**config.mk**
```make
export PLATFORM = sky130hd
export DESIGN_NAME = dmem_arbiter_flat
export DESIGN_NICKNAME = d
export VERILOG_FILES = /design/src/rtl/dmem_arbiter_if.sv /design/src/rtl/dmem_arbiter.sv /design/src/flat_wrapper.sv
export SDC_FILE = /design/constraint.sdc
export NUM_CORES = 1
export LEC_CHECK = 0
export ABC_AREA = 1
export BUFFER_PORTS_ARGS = -buffer_cell sky130_fd_sc_hd__buf_4
export CORE_MARGIN = 2
export CORE_UTILIZATION = 45
export CTS_BUF_LIST = sky130_fd_sc_hd__clkbuf_4
export CTS_CLUSTER_SIZE = 40
export DETAILED_ROUTE_END_ITERATION = 6
export PLACE_DENSITY = 0.9
export RECOVER_POWER = 50
export SYNTH_ARGS = -nofsm -noshare
export SYNTH_HDL_FRONTEND = slang
export SYNTH_SLANG_ARGS = --single-unit
export TNS_END_PERCENT = 10
```
**constraint.sdc**
```tcl
create_clock -name clk -period 3.2 [get_ports clk]
set_input_delay 0.32 -clock clk [delete_from_list [all_inputs] [get_ports clk]]
set_output_delay 0.32 -clock clk [all_outputs]
set_load 0.03 [all_outputs]
```
**src/rtl/dmem_arbiter_if.sv**
```systemverilog
// Bundle of the two requester ports and the data-memory port shared by dmem_arbiter.
// slave = arbiter side, master = requesters plus memory.
interface dmem_arbiter_if #(
  parameter int F3     = 3,
  parameter int ADDLEN = 32,
  parameter int VLEN   = 32
);
  logic              req0_valid;
  logic              req0_ready;
  logic              req0_write;
  logic [F3-1:0]     req0_funct3;
  logic [ADDLEN-1:0] req0_addr;
  logic [VLEN-1:0]   req0_wdata;
  logic              rsp0_valid;
  logic [VLEN-1:0]   rsp0_rdata;
  logic              rsp0_err;

  logic              req1_valid;
  logic              req1_ready;
  logic              req1_write;
  logic [F3-1:0]     req1_funct3;
  logic [ADDLEN-1:0] req1_addr;
  logic [VLEN-1:0]   req1_wdata;
  logic              rsp1_valid;
  logic [VLEN-1:0]   rsp1_rdata;
  logic              rsp1_err;

  logic [F3-1:0]     mem_funct3;
  logic [ADDLEN-1:0] mem_address;
  logic              mem_read;
  logic              mem_write;
  logic [VLEN-1:0]   mem_wdata;
  logic [VLEN-1:0]   mem_rdata;

  modport slave (
    input  req0_valid, req0_write, req0_funct3, req0_addr, req0_wdata,
    output req0_ready, rsp0_valid, rsp0_rdata, rsp0_err,
    input  req1_valid, req1_write, req1_funct3, req1_addr, req1_wdata,
    output req1_ready, rsp1_valid, rsp1_rdata, rsp1_err,
    output mem_funct3, mem_address, mem_read, mem_write, mem_wdata,
    input  mem_rdata
  );

  modport master (
    output req0_valid, req0_write, req0_funct3, req0_addr, req0_wdata,
    input  req0_ready, rsp0_valid, rsp0_rdata, rsp0_err,
    output req1_valid, req1_write, req1_funct3, req1_addr, req1_wdata,
    input  req1_ready, rsp1_valid, rsp1_rdata, rsp1_err,
    input  mem_funct3, mem_address, mem_read, mem_write, mem_wdata,
    output mem_rdata
  );
endinterface

```
**src/rtl/dmem_arbiter.sv**
```systemverilog
// Two-port data-memory arbiter: IDLE -> ACCESS -> RESP, one access in flight.
// Define DMEM_ARB_FIXED_PRIO_EN for fixed port-0 priority instead of round-robin.
module dmem_arbiter #(
  parameter int F3     = 3,
  parameter int ADDLEN = 32,
  parameter int VLEN   = 32,
  parameter int LEN    = 100
) (
  input  logic clk,
  input  logic rst_n,
  dmem_arbiter_if.slave bus
);
  typedef enum logic [1:0] {IDLE, ACCESS, RESP} state_t;

  localparam logic [ADDLEN:0] LEN_EXT = LEN;
  localparam logic [ADDLEN:0] SZ1 = 1;
  localparam logic [ADDLEN:0] SZ2 = 2;
  localparam logic [ADDLEN:0] SZ4 = 4;

  state_t            state_reg, state_next;
  logic              port_reg, write_reg, err_reg;
  logic [F3-1:0]     funct3_reg;
  logic [ADDLEN-1:0] addr_reg;
  logic [VLEN-1:0]   wdata_reg, rdata_reg;
`ifndef DMEM_ARB_FIXED_PRIO_EN
  logic              last_grant_reg;
`endif

  logic              sel, take;
  logic              sel_write, sel_err;
  logic [F3-1:0]     sel_funct3;
  logic [ADDLEN-1:0] sel_addr;
  logic [VLEN-1:0]   sel_wdata;

  // Sum is one bit wider than the address so addr+size cannot wrap below LEN.
  function automatic logic calc_err(input logic wr, input logic [F3-1:0] f3,
                                    input logic [ADDLEN-1:0] addr);
    logic [ADDLEN:0] size;
    logic illegal, misalign, range;
    case (f3[1:0])
      2'b00:   size = SZ1;
      2'b01:   size = SZ2;
      default: size = SZ4;
    endcase
    if (wr) illegal = (f3 > F3'(2));
    else    illegal = (f3 == F3'(3)) || (f3 == F3'(6)) || (f3 == F3'(7));
    misalign = ((f3[1:0] == 2'b01) && addr[0]) ||
               ((f3[1:0] == 2'b10) && (addr[1:0] != 2'b00));
    range = ({1'b0, addr} + size) > LEN_EXT;
    return illegal || misalign || range;
  endfunction

  always_comb begin
    sel = 1'b0;
    if (bus.req0_valid && bus.req1_valid) begin
`ifdef DMEM_ARB_FIXED_PRIO_EN
      sel = 1'b0;
`else
      sel = ~last_grant_reg;
`endif
    end else if (bus.req1_valid) begin
      sel = 1'b1;
    end
    sel_write  = sel ? bus.req1_write  : bus.req0_write;
    sel_funct3 = sel ? bus.req1_funct3 : bus.req0_funct3;
    sel_addr   = sel ? bus.req1_addr   : bus.req0_addr;
    sel_wdata  = sel ? bus.req1_wdata  : bus.req0_wdata;
    sel_err    = calc_err(sel_write, sel_funct3, sel_addr);
  end

  always_comb begin
    state_next     = state_reg;
    take           = 1'b0;
    bus.req0_ready = 1'b0;
    bus.req1_ready = 1'b0;
    bus.mem_read   = 1'b0;
    bus.mem_write  = 1'b0;
    bus.rsp0_valid = 1'b0;
    bus.rsp1_valid = 1'b0;
    bus.rsp0_rdata = '0;
    bus.rsp1_rdata = '0;
    bus.rsp0_err   = 1'b0;
    bus.rsp1_err   = 1'b0;
    case (state_reg)
      IDLE: begin
        take           = rst_n && (bus.req0_valid || bus.req1_valid);
        bus.req0_ready = take && !sel;
        bus.req1_ready = take && sel;
        if (take) state_next = ACCESS;
      end
      ACCESS: begin
        bus.mem_read  = !write_reg && !err_reg;
        bus.mem_write = write_reg && !err_reg;
        state_next    = RESP;
      end
      RESP: begin
        bus.rsp0_valid = !port_reg;
        bus.rsp1_valid = port_reg;
        bus.rsp0_rdata = port_reg ? '0 : rdata_reg;
        bus.rsp1_rdata = port_reg ? rdata_reg : '0;
        bus.rsp0_err   = !port_reg && err_reg;
        bus.rsp1_err   = port_reg && err_reg;
        state_next     = IDLE;
      end
      default: state_next = IDLE;
    endcase
  end

  assign bus.mem_funct3  = funct3_reg;
  assign bus.mem_address = addr_reg;
  assign bus.mem_wdata   = wdata_reg;

  always_ff @(posedge clk or negedge rst_n) begin
    if (!rst_n) begin
      state_reg      <= IDLE;
      port_reg       <= 1'b0;
      write_reg      <= 1'b0;
      err_reg        <= 1'b0;
      funct3_reg     <= '0;
      addr_reg       <= '0;
      wdata_reg      <= '0;
      rdata_reg      <= '0;
`ifndef DMEM_ARB_FIXED_PRIO_EN
      last_grant_reg <= 1'b1;
`endif
    end else begin
      state_reg <= state_next;
      if (take) begin
        port_reg       <= sel;
        write_reg      <= sel_write;
        err_reg        <= sel_err;
        funct3_reg     <= sel_funct3;
        addr_reg       <= sel_addr;
        wdata_reg      <= sel_wdata;
`ifndef DMEM_ARB_FIXED_PRIO_EN
        last_grant_reg <= sel;
`endif
      end
      if (state_reg == ACCESS)
        rdata_reg <= (write_reg || err_reg) ? '0 : bus.mem_rdata;
    end
  end
endmodule

```
**src/flat_wrapper.sv**
```systemverilog
// flat-port wrapper written by rule: the top's interface ports become plain ports
module dmem_arbiter_flat 
#(
  parameter int F3     = 3,
  parameter int ADDLEN = 32,
  parameter int VLEN   = 32,
  parameter int LEN    = 100
)
  (clk, rst_n, bus_req0_valid, bus_req0_write, bus_req0_funct3, bus_req0_addr, bus_req0_wdata, bus_req0_ready, bus_rsp0_valid, bus_rsp0_rdata, bus_rsp0_err, bus_req1_valid, bus_req1_write, bus_req1_funct3, bus_req1_addr, bus_req1_wdata, bus_req1_ready, bus_rsp1_valid, bus_rsp1_rdata, bus_rsp1_err, bus_mem_funct3, bus_mem_address, bus_mem_read, bus_mem_write, bus_mem_wdata, bus_mem_rdata);
  dmem_arbiter_if #(.F3(F3), .ADDLEN(ADDLEN), .VLEN(VLEN)) bus_i ();
  input  logic clk;
  input  logic rst_n;
  input wire logic [$bits(bus_i.req0_valid)-1:0] bus_req0_valid;
  input wire logic [$bits(bus_i.req0_write)-1:0] bus_req0_write;
  input wire logic [$bits(bus_i.req0_funct3)-1:0] bus_req0_funct3;
  input wire logic [$bits(bus_i.req0_addr)-1:0] bus_req0_addr;
  input wire logic [$bits(bus_i.req0_wdata)-1:0] bus_req0_wdata;
  output wire logic [$bits(bus_i.req0_ready)-1:0] bus_req0_ready;
  output wire logic [$bits(bus_i.rsp0_valid)-1:0] bus_rsp0_valid;
  output wire logic [$bits(bus_i.rsp0_rdata)-1:0] bus_rsp0_rdata;
  output wire logic [$bits(bus_i.rsp0_err)-1:0] bus_rsp0_err;
  input wire logic [$bits(bus_i.req1_valid)-1:0] bus_req1_valid;
  input wire logic [$bits(bus_i.req1_write)-1:0] bus_req1_write;
  input wire logic [$bits(bus_i.req1_funct3)-1:0] bus_req1_funct3;
  input wire logic [$bits(bus_i.req1_addr)-1:0] bus_req1_addr;
  input wire logic [$bits(bus_i.req1_wdata)-1:0] bus_req1_wdata;
  output wire logic [$bits(bus_i.req1_ready)-1:0] bus_req1_ready;
  output wire logic [$bits(bus_i.rsp1_valid)-1:0] bus_rsp1_valid;
  output wire logic [$bits(bus_i.rsp1_rdata)-1:0] bus_rsp1_rdata;
  output wire logic [$bits(bus_i.rsp1_err)-1:0] bus_rsp1_err;
  output wire logic [$bits(bus_i.mem_funct3)-1:0] bus_mem_funct3;
  output wire logic [$bits(bus_i.mem_address)-1:0] bus_mem_address;
  output wire logic [$bits(bus_i.mem_read)-1:0] bus_mem_read;
  output wire logic [$bits(bus_i.mem_write)-1:0] bus_mem_write;
  output wire logic [$bits(bus_i.mem_wdata)-1:0] bus_mem_wdata;
  input wire logic [$bits(bus_i.mem_rdata)-1:0] bus_mem_rdata;
  assign bus_i.req0_valid = bus_req0_valid;
  assign bus_i.req0_write = bus_req0_write;
  assign bus_i.req0_funct3 = bus_req0_funct3;
  assign bus_i.req0_addr = bus_req0_addr;
  assign bus_i.req0_wdata = bus_req0_wdata;
  assign bus_req0_ready = bus_i.req0_ready;
  assign bus_rsp0_valid = bus_i.rsp0_valid;
  assign bus_rsp0_rdata = bus_i.rsp0_rdata;
  assign bus_rsp0_err = bus_i.rsp0_err;
  assign bus_i.req1_valid = bus_req1_valid;
  assign bus_i.req1_write = bus_req1_write;
  assign bus_i.req1_funct3 = bus_req1_funct3;
  assign bus_i.req1_addr = bus_req1_addr;
  assign bus_i.req1_wdata = bus_req1_wdata;
  assign bus_req1_ready = bus_i.req1_ready;
  assign bus_rsp1_valid = bus_i.rsp1_valid;
  assign bus_rsp1_rdata = bus_i.rsp1_rdata;
  assign bus_rsp1_err = bus_i.rsp1_err;
  assign bus_mem_funct3 = bus_i.mem_funct3;
  assign bus_mem_address = bus_i.mem_address;
  assign bus_mem_read = bus_i.mem_read;
  assign bus_mem_write = bus_i.mem_write;
  assign bus_mem_wdata = bus_i.mem_wdata;
  assign bus_i.mem_rdata = bus_mem_rdata;
  dmem_arbiter #(.F3(F3), .ADDLEN(ADDLEN), .VLEN(VLEN), .LEN(LEN)) u_core (.clk(clk), .rst_n(rst_n), .bus(bus_i));
endmodule
```
After elaboration in Yosys (flattened, before gate mapping) --
Index checks and enable logic that the tools add are counted. W data, S select, Z words.
Storage, ports and cells: register bits after elaboration 105, latch bits 0, memory bits (writable) 0, ROM bits 0, output and inout port bits 139, memories kept 0
Operators by class: add/sub/neg operators 1, multipliers 0, divide/modulo/power cells 0, magnitude comparators 2, eq/ne operators 8, shift operators 0, multiplexer cells 24, bitwise operators 1, reduce and logical (&&, ||, !) cells 24
Operators with widths (number):
- $mux W32 | 7
- $add A32 B3 Y33 | 1
- $gt A33 B7 Y1 const B | 1
- $mux W1 | 13
- $logic_and A1 B1 Y1 | 10
- $logic_or A1 B1 Y1 | 7
- $eq A3 B3 Y1 const B | 2
- $pmux W3 S2 | 1
- $eq A2 B1 Y1 const B | 2
- $eq A2 B2 Y1 const B | 2
- $logic_not A1 Y1 | 4
- $logic_not A2 Y1 | 2
- $pmux W2 S2 | 1
- $eq A3 B2 Y1 const B | 1
- $gt A3 B2 Y1 const B | 1
- $mux W3 | 1
- $mux W2 | 1
- $ne A2 B1 Y1 const B | 1
- $reduce_bool A2 Y1 | 1
- $not A1 Y1 | 1

Depth between registers and ports, before layout --
depth after elaboration 9, gate-level depth with buffers 25, mapped depth without buffers 24

Worst setup path after synthesis --
Ideal clock, no wire load.
path kind reg-to-reg, start point register u_core.last_grant_reg, end point register u_core.err_reg, arrival 2555 ps, data required time 3087 ps, path slack 532 ps, stages on the path, launching flop included 23, buffers on the path 4, clock period less this slack 2668 ps, cell sequence dfstp_2 > nand2_2 > nand2_4 > buf_8 > buf_6 > buf_2 > nand2_1 > nand2_1 > ha_1 > ha_1 > inv_1 > nand2_4 > nand2_2 > nand2_2 > buf_4 > nand4_1 > xor2_1 > nor2_1 > nand2_1 > nor2_1 > nand4_1 > nand2_1 > inv_1
RTL lines:
- start: declaration | RTL line dmem_arbiter.sv:26 | logic last_grant_reg;
- start signal: assignment | RTL line dmem_arbiter.sv:136 | last_grant_reg <= sel;
- $not A1 Y1 * | RTL line dmem_arbiter.sv:59 | sel = ~last_grant_reg;
- $mux W1 * | RTL line dmem_arbiter.sv:55 | if (bus.req0_valid && bus.req1_valid) begin
- $mux W32 * | RTL line dmem_arbiter.sv:66 | sel_addr = sel ? bus.req1_addr : bus.req0_addr;
- via u_core.sel_addr[0] | RTL line dmem_arbiter.sv:32 | logic [ADDLEN-1:0] sel_addr;
- parallel branches: the longest is 4 deep, another holds $add A32 B3 Y33
- $logic_or A1 B1 Y1 * | RTL line dmem_arbiter.sv:50 | return illegal || misalign || range;
- end signal: assignment | RTL line dmem_arbiter.sv:131 | err_reg <= sel_err;
- end: declaration | RTL line dmem_arbiter.sv:21 | logic port_reg, write_reg, err_reg;
Mark *: on every way through the listed nets, which the timed path passes. A chain may end at the register's enable or synchronous reset.

Worst setup path after layout --
start point input rst_n, end point output bus_req0_ready
Between the ends: word-level cells in the longest chain between the ends 3
Ends and longest elaborated chain:
- start: declaration | RTL line flat_wrapper.sv:12 | input logic rst_n;
- $logic_and A1 B1 Y1 | RTL line dmem_arbiter.sv:86 | take = rst_n && (bus.req0_valid || bus.req1_valid);
- $logic_and A1 B1 Y1 | RTL line dmem_arbiter.sv:87 | bus.req0_ready = take && !sel;
- $mux W1 | RTL line dmem_arbiter.sv:84 | case (state_reg)
- end: declaration | RTL line flat_wrapper.sv:18 | output wire logic [$bits(bus_i.req0_ready)-1:0] bus_req0_ready;
Every way passes these cells.

==> out/qor.csv <==
stage,metric,value,unit
power,Power Density,475,mW/mm^2
synthesis,Yosys reg bits,105,
worst_setup_path,worst-path fanout max,36,
grt,largest net degree at the start of global routing,56,
sta,Tmin final,3.00,ns
grt,antenna violations before repair,1,
detailed_routing,via count,7206,
power,LEAKAGE,4.41,nW
die,I/O pin cnt,311,
placement,dpl cells,1413,
die,die area,0.0151,mm^2
synthesis,cell taking the most area after synthesis,dfrtp_1,
power,Power Total,4.14,mW
worst_setup_path,Crit. End Element,primary output,
cells_and_area,Area Growth Syn to Fin,36.9,%
sta,Layout Skew,0.0313,ns
worst_setup_path,CP bufs+invs,4,
sta,Post-Route Setup TNS,0,ns
synthesis,Cells after Synth,950,
die,die height,123,um
synthesis,mapped cell area,0.00637,mm^2
clock_network,CTS tree,done,
grt,vias in the first global route,6751,
die,row count,43,
die,Initial Utilization,46.1,%
worst_setup_path,crit path DAT,2.68,ns
sta,Worst-Margin Slew,1.31,ns
synthesis,"Async S/R FF share, synth",100,%
placement,HPWL Detailed,17400,um
grt,first-pass GRT wire length,33800,um
placement,port bufs,310,
sta,unrepaired setup endpoints after global routing,false,
flow_run,MaxCap Viol Count,0,
clock_network,"Reg clk slew, reported paths",0.18,ns
synthesis,synth unique cells,36,
sta,fin. max-slew vios,0,
detailed_routing,Routed WL,22200,um
detailed_routing,DRC Markers,0,
sta,final hold vios,0,
clock_network,clock root cell,clkbuf_4,
synthesis,Syn Area/Cell,6.71,um^2
cells_and_area,layout cell share with drive strength beyond 1,25.4,%
sta,Slew HR,12.4,%
sta,FMAX,333,MHz
detailed_routing,Routed wire per std cell,15.5,um
detailed_routing,Final ANT Viol Nets,0,
synthesis,total of warnings raised by yosys,0,
die,Core ar.,0.0138,mm^2
worst_setup_path,CP Launch Type,input pin,
synthesis,"EDFF count, synth",0,
clock_network,clock sinks,105,
detailed_routing,drt first pass iters,6,
clock_network,CTS Buf Count,9,
die,die width,123,um
synthesis,cell with the most instances after synthesis,nand2_1,
grt,GR Overflow Total,0,
run_status,outcome,completed,
clock_network,Clock Latency Late Sink,0.46,ns
synthesis,Post-Syn Nets,1125,
synthesis,Yosys top cell area share,40.9,%
worst_setup_path,CP peak stage delay,0.58,ns
cells_and_area,final std cells w/o fill,1431,
worst_setup_path,CP Cell Sequence,dlygate4sd3_1 > clkbuf_1 > o21ai_0 > nor2_2 > inv_2 > nor2_2 > buf_4,
worst_setup_path,"Req. time, crit path",2.88,ns
worst_setup_path,Setup CP Type,in2out,
synthesis,"top cells by count, synth","342 x nand2_1, 120 x nor2_1, 104 x dfrtp_1",
hold_path,Min-Delay Path Class,in2reg,
placement,gpl congestion,0.950,
cells_and_area,nets@finish,1420,
synthesis,"Seq/Total Area, Yosys",41.3,%
clock_network,clock buffer depth,2,
synthesis,"Top FF cell, synth",dfrtp_1,
sta,Final Setup Violations,0,
grt,GR Util All Layers,28.7,%
worst_setup_path,most frequent CP cell,nor2_2,
power,VDD IR-drop max,0.179,mV
worst_setup_path,CP top delay family,buffers and inverters,
synthesis,"top cells by area, synth","dfrtp_1 41%, nand2_1 20%, nor2_1 7.1%",
clock_network,# H-tree levels,3,
worst_setup_path,slowest CP cell,nor2_2,
detailed_routing,Via density,5.04,
detailed_routing,First DRT Iteration DRCs,547,
sta,part of the cycle the worst path needs,93.9,%
[worst min-delay path: cells and delay by family]
| family | cells | cell delay, ns |
|---|---|---|
| simple gates | 2 | 0.09 |
| buf+inv | 1 | 0.08 |
[final cells by class]
class / count / area (um^2)
Multi-Input combinational cell: 704 / 3150
Timing Repair Buffer: 325 / 2170
Antenna cell: 1 / 2.50
Sequential cell: 105 / 2630
Inverter: 100 / 375
Clock buffer: 9 / 67.6
Tap cell: 180 / 225
Clock inverter: 7 / 98.8
Fill cell: 1352 / 5110
[path summary, 6_finish.rpt]
kind / slack (ns) / cells after the start / startpoint / to
worst max-delay path: 0.20 / 7 / rst_n / bus_req0_ready
worst min-delay path: 0.05 / 3 / bus_req1_wdata[22] / u_core.bus.mem_wdata[22]
worst max register to register: 0.27 / 20 / u_core.last_grant_reg / u_core.err_reg
worst min register to register: 0.51 / 2 / u_core.bus.mem_funct3[0] / u_core.bus.mem_funct3[0]
max in group asynchronous: 0.77 / 4 / rst_n / u_core.bus.mem_wdata[25]
min in group asynchronous: 0.89 / 3 / rst_n / u_core.bus.mem_wdata[31]
[cells in the final DEF, fill, tap and decap left out, drive strengths merged, types with 3 or more instances in the layout]
| master | synthesis | final |
|---|---|---|
| nand2 | 363 | 363 |
| buf | 24 | 250 |
| nor2 | 133 | 133 |
| dfrtp | 104 | 104 |
| inv | 97 | 100 |
| nand3 | 88 | 88 |
| clkbuf | 17 | 83 |
| o21ai | 77 | 77 |
| nand4 | 18 | 18 |
| a21oi | 5 | 5 |
| clkinv | 3 | 5 |
| xor2 | 4 | 4 |
| nand3b | 3 | 3 |
| ha | 3 | 3 |
| nor3 | 3 | 3 |
[stage by stage]
step	hold slack, ns	instance area (um^2)	setup slack (ns)	utilization, %
2_1_floorplan	0.0244	6370	0.532	-
3_3_place_gp	0.457	8800	0.378	63.6
3_5_place_dp	0.471	8800	0.303	63.6
4_1_cts	0.0241	8980	0.173	64.9
5_1_grt	0.0198	8720	0.00525	63.1
6_report	0.0479	8720	0.196	63.1
[layer usage]
metal	wire (um)	global-route usage, %
met5	0	0
met4	1080	15.3
met3	1700	5.58
met2	10500	48.1
met1	8980	35.1
[cell families after synthesis]
| group | synth area share [%] |
|---|---|
| multiplexers | 0.157 |
| XOR/XNOR | 0.550 |
| buffers and inverters | 9.55 |
| flip-flops | 41.3 |
| AND/OR/NAND/NOR | 41.0 |
| adder cells (fa/ha/maj) | 0.589 |
| AO/OA/AOI/OAI | 6.89 |
[power breakdown]
part           internal [mW]  switching, mW
clock                  0.325          0.478
combinational          0.466           1.19
sequential              1.56          0.125
total                   2.35           1.79
[repair_timing]
action	in CTS	in global routing
hold endpoints to repair	16	0
hold buffers	1	0
setup buffers	0	0
gates resized for setup	0	4
setup endpoints to repair	0	1
Note: power is estimated with default switching activity, not from simulation.
